===== src/rtl/uart_pkg.sv =====
// ---------------------------------------------------------------------------
// uart_pkg
// Shared declarations for the UART receive-side command path.
//   parser_state_t    : command frame parser states
//   SYNC_BYTE_DEFAULT : default frame start marker
//   frame_csum()      : frame checksum, address XOR data
// ---------------------------------------------------------------------------
package uart_pkg;

    typedef enum logic [1:0] {
        ST_SYNC = 2'd0,
        ST_ADDR = 2'd1,
        ST_DATA = 2'd2,
        ST_CSUM = 2'd3
    } parser_state_t;

    localparam logic [7:0] SYNC_BYTE_DEFAULT = 8'hA5;

    function automatic logic [7:0] frame_csum(input logic [7:0] addr,
                                              input logic [7:0] data);
        return addr ^ data;
    endfunction

endpackage


===== src/rtl/uart_fifo_reader.sv =====
// ---------------------------------------------------------------------------
// uart_fifo_reader
// Drains a FIFO one word per two cycles and presents each word as a
// one-cycle strobe.
//   clk, rst_n  : clock, asynchronous active-low reset
//   en          : reads are allowed only while high
//   rdempty     : FIFO empty flag
//   q           : FIFO read data, valid the cycle after rdreq
//   rdreq       : FIFO read strobe, one-cycle pulse
//   byte_valid  : high for one cycle when byte_data holds a fresh word
//   byte_data   : the word read by the previous rdreq
// ---------------------------------------------------------------------------
module uart_fifo_reader (
    input  logic       clk,
    input  logic       rst_n,
    input  logic       en,
    input  logic       rdempty,
    input  logic [7:0] q,
    output logic       rdreq,
    output logic       byte_valid,
    output logic [7:0] byte_data
);

    // Handshake: a word is requested when the FIFO is non-empty and no
    // request was made last cycle; the FIFO returns it on q one cycle later,
    // and that cycle is flagged by byte_valid. Skipping the cycle after each
    // request gives the FIFO time to update rdempty, so it is never over-read.
    logic rdreq_q;

    assign rdreq      = en & ~rdreq_q & ~rdempty;
    assign byte_valid = rdreq_q;
    assign byte_data  = q;

    always_ff @(posedge clk or negedge rst_n) begin
        if (!rst_n) begin
            rdreq_q <= 1'b0;
        end else begin
            rdreq_q <= rdreq;
        end
    end

endmodule


===== src/rtl/uart_cmd_ctrl.sv =====
// ---------------------------------------------------------------------------
// uart_cmd_ctrl
// Parses 4-byte command frames (sync, address, data, checksum) from the UART
// receive FIFO and issues one register write per valid frame. Bad checksums
// and stalled frames are dropped, flagged and counted.
//   clk, rst_n   : clock (also FIFO read clock), asynchronous active-low reset
//   rdempty, q   : RX FIFO empty flag and read data
//   rdreq        : RX FIFO read strobe
//   baud_gen_en  : baud generator enable, high from the first edge after reset
//   reg_addr/reg_data/reg_we : register write port, address/data held
//   frame_err    : one-cycle pulse on checksum error or timeout
//   err_count    : saturating error count
//   frame_count  : wrapping good-frame count
// ---------------------------------------------------------------------------
module uart_cmd_ctrl
    import uart_pkg::*;
#(
    parameter int unsigned TIMEOUT_CYCLES = 50000,
    parameter logic [7:0]  SYNC_BYTE      = SYNC_BYTE_DEFAULT
) (
    input  logic       clk,
    input  logic       rst_n,
    input  logic       rdempty,
    input  logic [7:0] q,
    output logic       rdreq,
    output logic       baud_gen_en,
    output logic [7:0] reg_addr,
    output logic [7:0] reg_data,
    output logic       reg_we,
    output logic       frame_err,
    output logic [7:0] err_count,
    output logic [7:0] frame_count
);

    localparam logic [15:0] TMO_LAST = 16'(TIMEOUT_CYCLES - 1);

    parser_state_t state, state_nxt;
    logic          byte_valid;
    logic [7:0]    byte_data;
    logic [7:0]    addr_lat, data_lat;
    logic [15:0]   tmo_cnt;
    logic          timeout;
    logic          we_nxt, err_nxt;

    uart_fifo_reader u_reader (
        .clk        (clk),
        .rst_n      (rst_n),
        .en         (baud_gen_en),
        .rdempty    (rdempty),
        .q          (q),
        .rdreq      (rdreq),
        .byte_valid (byte_valid),
        .byte_data  (byte_data)
    );

    assign timeout = (state != ST_SYNC) && (tmo_cnt == TMO_LAST);

    always_ff @(posedge clk or negedge rst_n) begin
        if (!rst_n) begin
            state <= ST_SYNC;
        end else begin
            state <= state_nxt;
        end
    end

    // A captured byte takes priority over a timeout in the same cycle.
    always_comb begin
        state_nxt = state;
        we_nxt    = 1'b0;
        err_nxt   = 1'b0;
        if (byte_valid) begin
            case (state)
                ST_SYNC: if (byte_data == SYNC_BYTE) state_nxt = ST_ADDR;
                ST_ADDR: state_nxt = ST_DATA;
                ST_DATA: state_nxt = ST_CSUM;
                ST_CSUM: begin
                    state_nxt = ST_SYNC;
                    if (byte_data == frame_csum(addr_lat, data_lat)) begin
                        we_nxt = 1'b1;
                    end else begin
                        err_nxt = 1'b1;
                    end
                end
                default: state_nxt = ST_SYNC;
            endcase
        end else if (timeout) begin
            state_nxt = ST_SYNC;
            err_nxt   = 1'b1;
        end
    end

    always_ff @(posedge clk or negedge rst_n) begin
        if (!rst_n) begin
            baud_gen_en <= 1'b0;
            addr_lat    <= '0;
            data_lat    <= '0;
            tmo_cnt     <= '0;
            reg_addr    <= '0;
            reg_data    <= '0;
            reg_we      <= 1'b0;
            frame_err   <= 1'b0;
            err_count   <= '0;
            frame_count <= '0;
        end else begin
            baud_gen_en <= 1'b1;
            reg_we      <= we_nxt;
            frame_err   <= err_nxt;

            if (byte_valid && state == ST_ADDR) addr_lat <= byte_data;
            if (byte_valid && state == ST_DATA) data_lat <= byte_data;

            if (byte_valid || state == ST_SYNC) begin
                tmo_cnt <= '0;
            end else begin
                tmo_cnt <= tmo_cnt + 16'd1;
            end

            if (we_nxt) begin
                reg_addr    <= addr_lat;
                reg_data    <= data_lat;
                frame_count <= frame_count + 8'd1;
            end

            if (err_nxt && err_count != 8'hFF) begin
                err_count <= err_count + 8'd1;
            end
        end
    end

endmodule


===== config.mk =====
export PLATFORM = sky130hd
export DESIGN_NAME = uart_cmd_ctrl
export DESIGN_NICKNAME = d
export VERILOG_FILES = /design/src/rtl/uart_pkg.sv /design/src/rtl/uart_fifo_reader.sv /design/src/rtl/uart_cmd_ctrl.sv
export SDC_FILE = /design/constraint.sdc
export NUM_CORES = 1
export LEC_CHECK = 0
export BUFFER_PORTS_ARGS = -buffer_cell sky130_fd_sc_hd__buf_4
export CORE_MARGIN = 5
export CORE_UTILIZATION = 50
export CTS_CLUSTER_SIZE = 12
export DETAILED_ROUTE_END_ITERATION = 16
export PLACE_DENSITY_LB_ADDON = 0.25
export SYNTH_ARGS = -nofsm -noshare
export SYNTH_HDL_FRONTEND = slang
export SYNTH_SLANG_ARGS = --single-unit

===== constraint.sdc =====
create_clock -name clk -period 2.2 [get_ports clk]
set_clock_uncertainty 0.15 [all_clocks]
set_input_delay 0.22 -clock clk [delete_from_list [all_inputs] [get_ports clk]]
set_output_delay 0.22 -clock clk [all_outputs]
set_load 0.1 [all_outputs]

# After elaboration in Yosys (flattened, before gate mapping)
# Index checks and enable logic that the tools add are counted.
[classes]
addsub = 3
div_mod_pow = 0
n_reduce_logical = 9
n_eq_ne = 8
n_bitwise = 5
order_cmp = 0
shifts = 0
multipliers = 0
n_mux = 12
[op_table]
columns = ["op", "n"]
rows = [
  ["$add A16 B1 Y16 const B", 1],
  ["$add A8 B1 Y8 const B", 2],
  ["$eq A16 B16 Y1 const B", 1],
  ["$mux W16", 1],
  ["$eq A8 B8 Y1", 1],
  ["$eq A8 B8 Y1 const B", 1],
  ["$ne A8 B8 Y1 const B", 1],
  ["$pmux W2 S4", 1],
  ["$xor A8 B8 Y8", 1],
  ["$mux W1", 7],
  ["$mux W2", 3],
  ["$eq A2 B2 Y1 const B", 2],
  ["$logic_and A1 B1 Y1", 4],
  ["$reduce_bool A2 Y1", 2],
  ["$ne A3 B3 Y1 const B", 1],
  ["$and A1 B1 Y1", 2],
  ["$eq A2 B1 Y1 const B", 1],
  ["$logic_not A2 Y1", 1],
  ["$not A1 Y1", 2],
  ["$reduce_and A2 Y1", 1],
  ["$logic_or A1 B1 Y1", 1],
]
[word_totals]
latch_bits = 0
input_bits = 11
output_inout_bits = 36
wordCells = 49
ram_bits = 0
mem_bits_ro = 0
ff_bits = 70
memories = 0

# Logic depth before layout (Yosys ltp)
[logic_depth]
depth_word = 6
mapped_depth = 8
mapped_depth_nobuf = 7

# Modules after synthesis
# Synthesis repeated with hierarchy kept, for this count alone.
[hier_totals]
hier_cells = 264
hier_area_um2 = 3350.7
[by_module_without_submodules]
columns = ["module", "area_per_inst_um2", "n_inst", "seq_area_each_um2", "cells_per_inst"]
rows = [
  ["uart_cmd_ctrl", 3253.1, 1, 1726.7, 254],
  ["uart_fifo_reader", 97.6, 1, 25.0, 10],
]

# Worst setup path before layout
# No wires, ideal clock.
[synth_timing]
path_kind = "reg-to-reg"
startpoint = "reg baud_gen_en"
endpoint = "reg u_reader.rdreq_q, in the netlist u_reader.byte_valid"
setup_slack_ps = -1563
n_path_buf = 0
required_ps = 1691
setup_time_ps = 359
t_arrival_ps = 3254
synth_period_minus_slack_ps = 3763
stages_incl_launch_ff = 2
cell_sequence = "dfrtp_1 nor3b_1"
[synth_via]
elab_chain_len = 2
[synth_rtl]
columns = ["element", "line", "text"]
rows = [
  ["start: declaration", "uart_cmd_ctrl.sv:26", "output logic baud_gen_en,"],
  ["start signal: assignment", "uart_cmd_ctrl.sv:94", "baud_gen_en <= 1'b0;"],
  ["start signal: assignment", "uart_cmd_ctrl.sv:105", "baud_gen_en <= 1'b1;"],
  ["$and A1 B1 Y1 (2 in a row)", "uart_fifo_reader.sv:30", "assign rdreq = en & ~rdreq_q & ~rdempty;"],
  ["net rdreq", "uart_cmd_ctrl.sv:25", "output logic rdreq,"],
  ["end signal: assignment", "uart_fifo_reader.sv:38", "rdreq_q <= rdreq;"],
  ["end: declaration", "uart_fifo_reader.sv:28", "logic rdreq_q;"],
]
# The timed path passes the listed nets, and every way through them passes these cells.
# A chain may end at the register's enable or synchronous reset.

# Worst setup path in the final report
[layout_timing]
startpoint = "in q[5]"
endpoint = "reg reg_data[7]"
[layout_via]
elab_chain_len = 4
[layout_rtl]
columns = ["element", "line", "text"]
rows = [
  ["start: declaration", "uart_cmd_ctrl.sv:24", "input logic [7:0] q,"],
  ["$eq A8 B8 Y1", "uart_cmd_ctrl.sv:78", "if (byte_data == frame_csum(addr_lat, data_lat)) begin"],
  ["$mux W1", "uart_cmd_ctrl.sv:78", ""],
  ["$mux W1", "uart_cmd_ctrl.sv:72", "case (state)"],
  ["$mux W1", "uart_cmd_ctrl.sv:71", "if (byte_valid) begin"],
  ["end signal: assignment", "uart_cmd_ctrl.sv:120", "reg_data <= data_lat;"],
  ["end: declaration", "uart_cmd_ctrl.sv:28", "output logic [7:0] reg_data,"],
]
# Every way passes these cells.

==> results_dict.tcl <==
set metrics [dict create \
    status "finished clean" \
    place_congestion 0.7947 \
    detail_route.iter0.violations 82 \
    yosysWarnings 0 \
    post_synth_fa_ha_maj_area_fraction_pct 3.062 \
    die-width_um 90.86 \
    leakagePower_nw 1.963 \
    largest_net_degree_at_the_start_of_global_routing 41 \
    timing.slew.headroom_pct 65.89 \
    detailedRoute.firstPassIterationCount 5 \
    crit_path_cell_trace "dlygate4sd3_1 > buf_4 > xnor3_1 > nand4_1 > nor3_4 > buf_4 > mux2_2" \
    io_buffers 46 \
    critical-path-slowest-cell "dlygate4sd3_1" \
    critical_path.max_stage_delay_ps 550 \
    fraction_of_synthesized_area_in_multiplexers_pct 13.70 \
    max_cap_violation_count 0 \
    final_util_pct 64.99 \
    crit_top_cell "buf_4" \
    number_of_flops_mapped_to_enable_cells_by_yosys 0 \
    cp_num_cells 7 \
    timing.critical_path.to_type "flop" \
    synth.yosys.seq_area_share_pct 53.58 \
    report.final.slew_viol_count 0 \
    critical-path-top-delay-family "buffers and inverters" \
    worst_slack_ps 81.03 \
    rsz0062_at_grt "yes" \
    r2r.worst_path.cells 7 \
    fp.dieH_um 90.86 \
    initial_core_util_pct 51.49 \
    worst_hold_path_type "in2async" \
    first_pass_grt_wire_length_um 10320 \
    io_pins 47 \
    grt_use_total_pct 15.57 \
    min_period_over_period_pct 96.32 \
    async_flop_share_pct 100.0 \
    route.final.wire_length_um 6122 \
    synth_compound_area_share_pct 2.602 \
    synth_top_family_by_area "multiplexers" \
    power.density_mw_per_mm2 957.8 \
    via_per_inst 5.223 \
    routed_wire_length_per_instance_um 15.19 \
    remaining_drc_errors 0 \
    synth_simple_gate_area_share_pct 13.20 \
    clock_tree.buffer_depth 2 \
    syn_inst 247 \
    globalRouteOverflowTotal 0 \
    core_area_mm2 0.006350 \
    syn-cell-area_mm2 0.003269 \
    drive_gt1_share_pct 38.65 \
    syn-mean-instance-area_um2 13.24 \
    dpl_ws_ps -14.41 \
    worstSetupPathType "in2reg" \
    grt_antenna_before_repair 0 \
    layout.cells.non_filler 403 \
    maximum_level_of_the_cts_h_tree 3 \
    max-vdd-ir-drop_mv 0.6401 \
    ys_types 35 \
    synthToLayoutAreaGrowth_pct 26.22 \
    placed_cells_incl_taps 374 \
    critPathRequiredTime_ps 2270 \
    cts-buffers-inserted 9 \
    worst_skew_pair.late_latency_ps 340 \
    worstSetupStartpointType "primary input" \
    fin_nets 340 \
    syn-num-nets 266 \
    maxClockFrequency_mhz 471.9 \
    hpwlAfterDp_um 4187 \
    antenna_violating_nets_post_route 0 \
    synth_xor_area_share_pct 11.67 \
    finalHoldViolations 0 \
    tightest_slew_ps 511.6 \
    final-setup-viol-count 0 \
    crit_fanout 12 \
    antenna-diode-count 0 \
    routed-via-count 2105 \
    worst_ep_arrival_time_ps 2190 \
    cts_sinks 70 \
    synth_top_flop_cell "dfrtp_1" \
    synthesized_flop_and_latch_total 70 \
    period_needed_ps 2119 \
    cp.buffers_inverters 3 \
    via_count_of_the_first_global_routing_pass 2124 \
    die-area_mm2 0.008256 \
    clk_pin_slew_worst_paths_ps 70 \
    cts-root-buf "clkbuf_8" \
    core.rowCount 29 \
    cts_tree "built" \
]
==> kinds of logic after synthesis <==
family                     Yosys count
and+or+nand+nor                     75
muxes                               40
xor gates and xnor gates            31
buffers and inverters               10
other                                1
AOI/OAI and AO/OA                   12
DFF                                 70
adders and majority gates            8
==> registers in the layout (all words and copies together), names as in the netlist <==
signal               cells
addr_lat                 8
baud_gen_en              1
data_lat                 8
err_count                8
frame_count              8
frame_err                1
reg_addr                 8
reg_data                 8
reg_we                   1
state                    2
tmo_cnt                 16
u_reader.byte_valid      1
==> worst paths after layout <==
kind,startpoint,to,slack [ps]
worst min-delay path,rst_n,frame_count[1]$_DFFE_PN0P_,240
max in group asynchronous,rst_n,tmo_cnt[15]$_DFF_PN0_,1050
min in group clk,frame_count[7]$_DFFE_PN0P_,frame_count[7]$_DFFE_PN0P_,320
worst max-delay path,q[5],reg_data[7]$_DFFE_PN0P_,80
worst max register to register,state[0]$_DFFE_PN0P_,err_count[4]$_DFFE_PN0P_,90
worst min register to register,frame_count[7]$_DFFE_PN0P_,frame_count[7]$_DFFE_PN0P_,320
==> metal layers <==
layer	global-route usage, %	share of wire (%)	vias to the layer above
met2	23.43	48	41
met4	7.702	1.5	0
met1	20.99	47	1043
met5	0	0	-
li1	-	-	1010
met3	3.833	3.7	11
==> layout by cell type (no fill, tap or decap), types with 3 or more instances in the layout <==
master,synthesis,final
nand2_1,16,16
nor2_1,18,18
nand4_1,6,6
xor2_1,12,12
and3_1,5,5
dlygate4sd3_1,0,10
nand3_1,13,13
mux2_2,38,38
xnor3_1,8,8
clkbuf_8,0,10
inv_1,5,5
buf_4,0,57
xnor2_1,11,11
dfrtp_1,70,67
ha_1,8,8
o21ai_0,3,3
dfrtp_2,0,3
==> power by group <==
part           total, W  switching (W)  internal, W
Combinational   0.00115       0.000552     0.000597
Sequential      0.00168       0.000182      0.00150
Clock           0.00112       0.000457     0.000667
Total           0.00395        0.00119      0.00276
==> what timing repair did <==
action / CTS / global route
hold buffers: 10 / 0
gates cloned: 0 / 1
setup buffers: 0 / 2
pin swaps: 0 / 5
resized for setup: 3 / 7
setup endpoints to repair: 3 / 7
hold endpoints to repair: 54 / 0
==> stage by stage <==
step / instance area (um2) / total power (W) / hold WS, ps / TNS (ps)
2_1_floorplan: 3284 / 0.002572 / -225.6 / 0
3_3_place_gp: 3745 / 0.002796 / 85.30 / 0
3_5_place_dp: 3745 / 0.002831 / 78.94 / -14.41
5_1_grt: 4126 / 0.004167 / 280.3 / -28.93
4_1_cts: 4060 / 0.003985 / 257.3 / 0
6_report: 4126 / 0.003953 / 241.4 / 0
==> area by class of cell <==
class / count / area [um2]
clock inverter: 4 / 70.07
tap: 77 / 96.34
fill: 474 / 2223
inverter: 5 / 18.77
timing repair buffer: 67 / 528.0
clock buffer: 12 / 145.1
sequential: 70 / 1755
multi-input combinational: 168 / 1513
==> worst register-to-register path: stages, from the launching register on <==
cell      delay, ps
dfrtp_1         380
inv_1            80
ha_1            210
or2_1           270
nor4_4          220
nand3_4         170
a21boi_1        190
mux2_2          340
==> cell usage after synthesis, types with 2 or more instances <==
cell	count	area share, %
dfrtp_1	70	54
nand2_1	16	1.8
a211oi_1	2	0.46
ha_1	8	3.1
xnor2_1	11	2.9
buf_6	4	1.4
mux2i_1	2	0.61
mux2_2	38	13
nand3_1	13	2.0
and2_1	2	0.38
nor3_1	2	0.31
and3_1	5	0.96
inv_1	5	0.57
xor2_1	12	3.2
a21oi_1	2	0.31
xnor3_1	8	5.5
a21boi_0	3	0.69
nor2_1	18	2.1
o21ai_0	3	0.46
nand4_1	6	1.1
nand2b_1	2	0.38
or4bb_1	2	0.69
No activity file was read; power rests on OpenSTA's default activity.
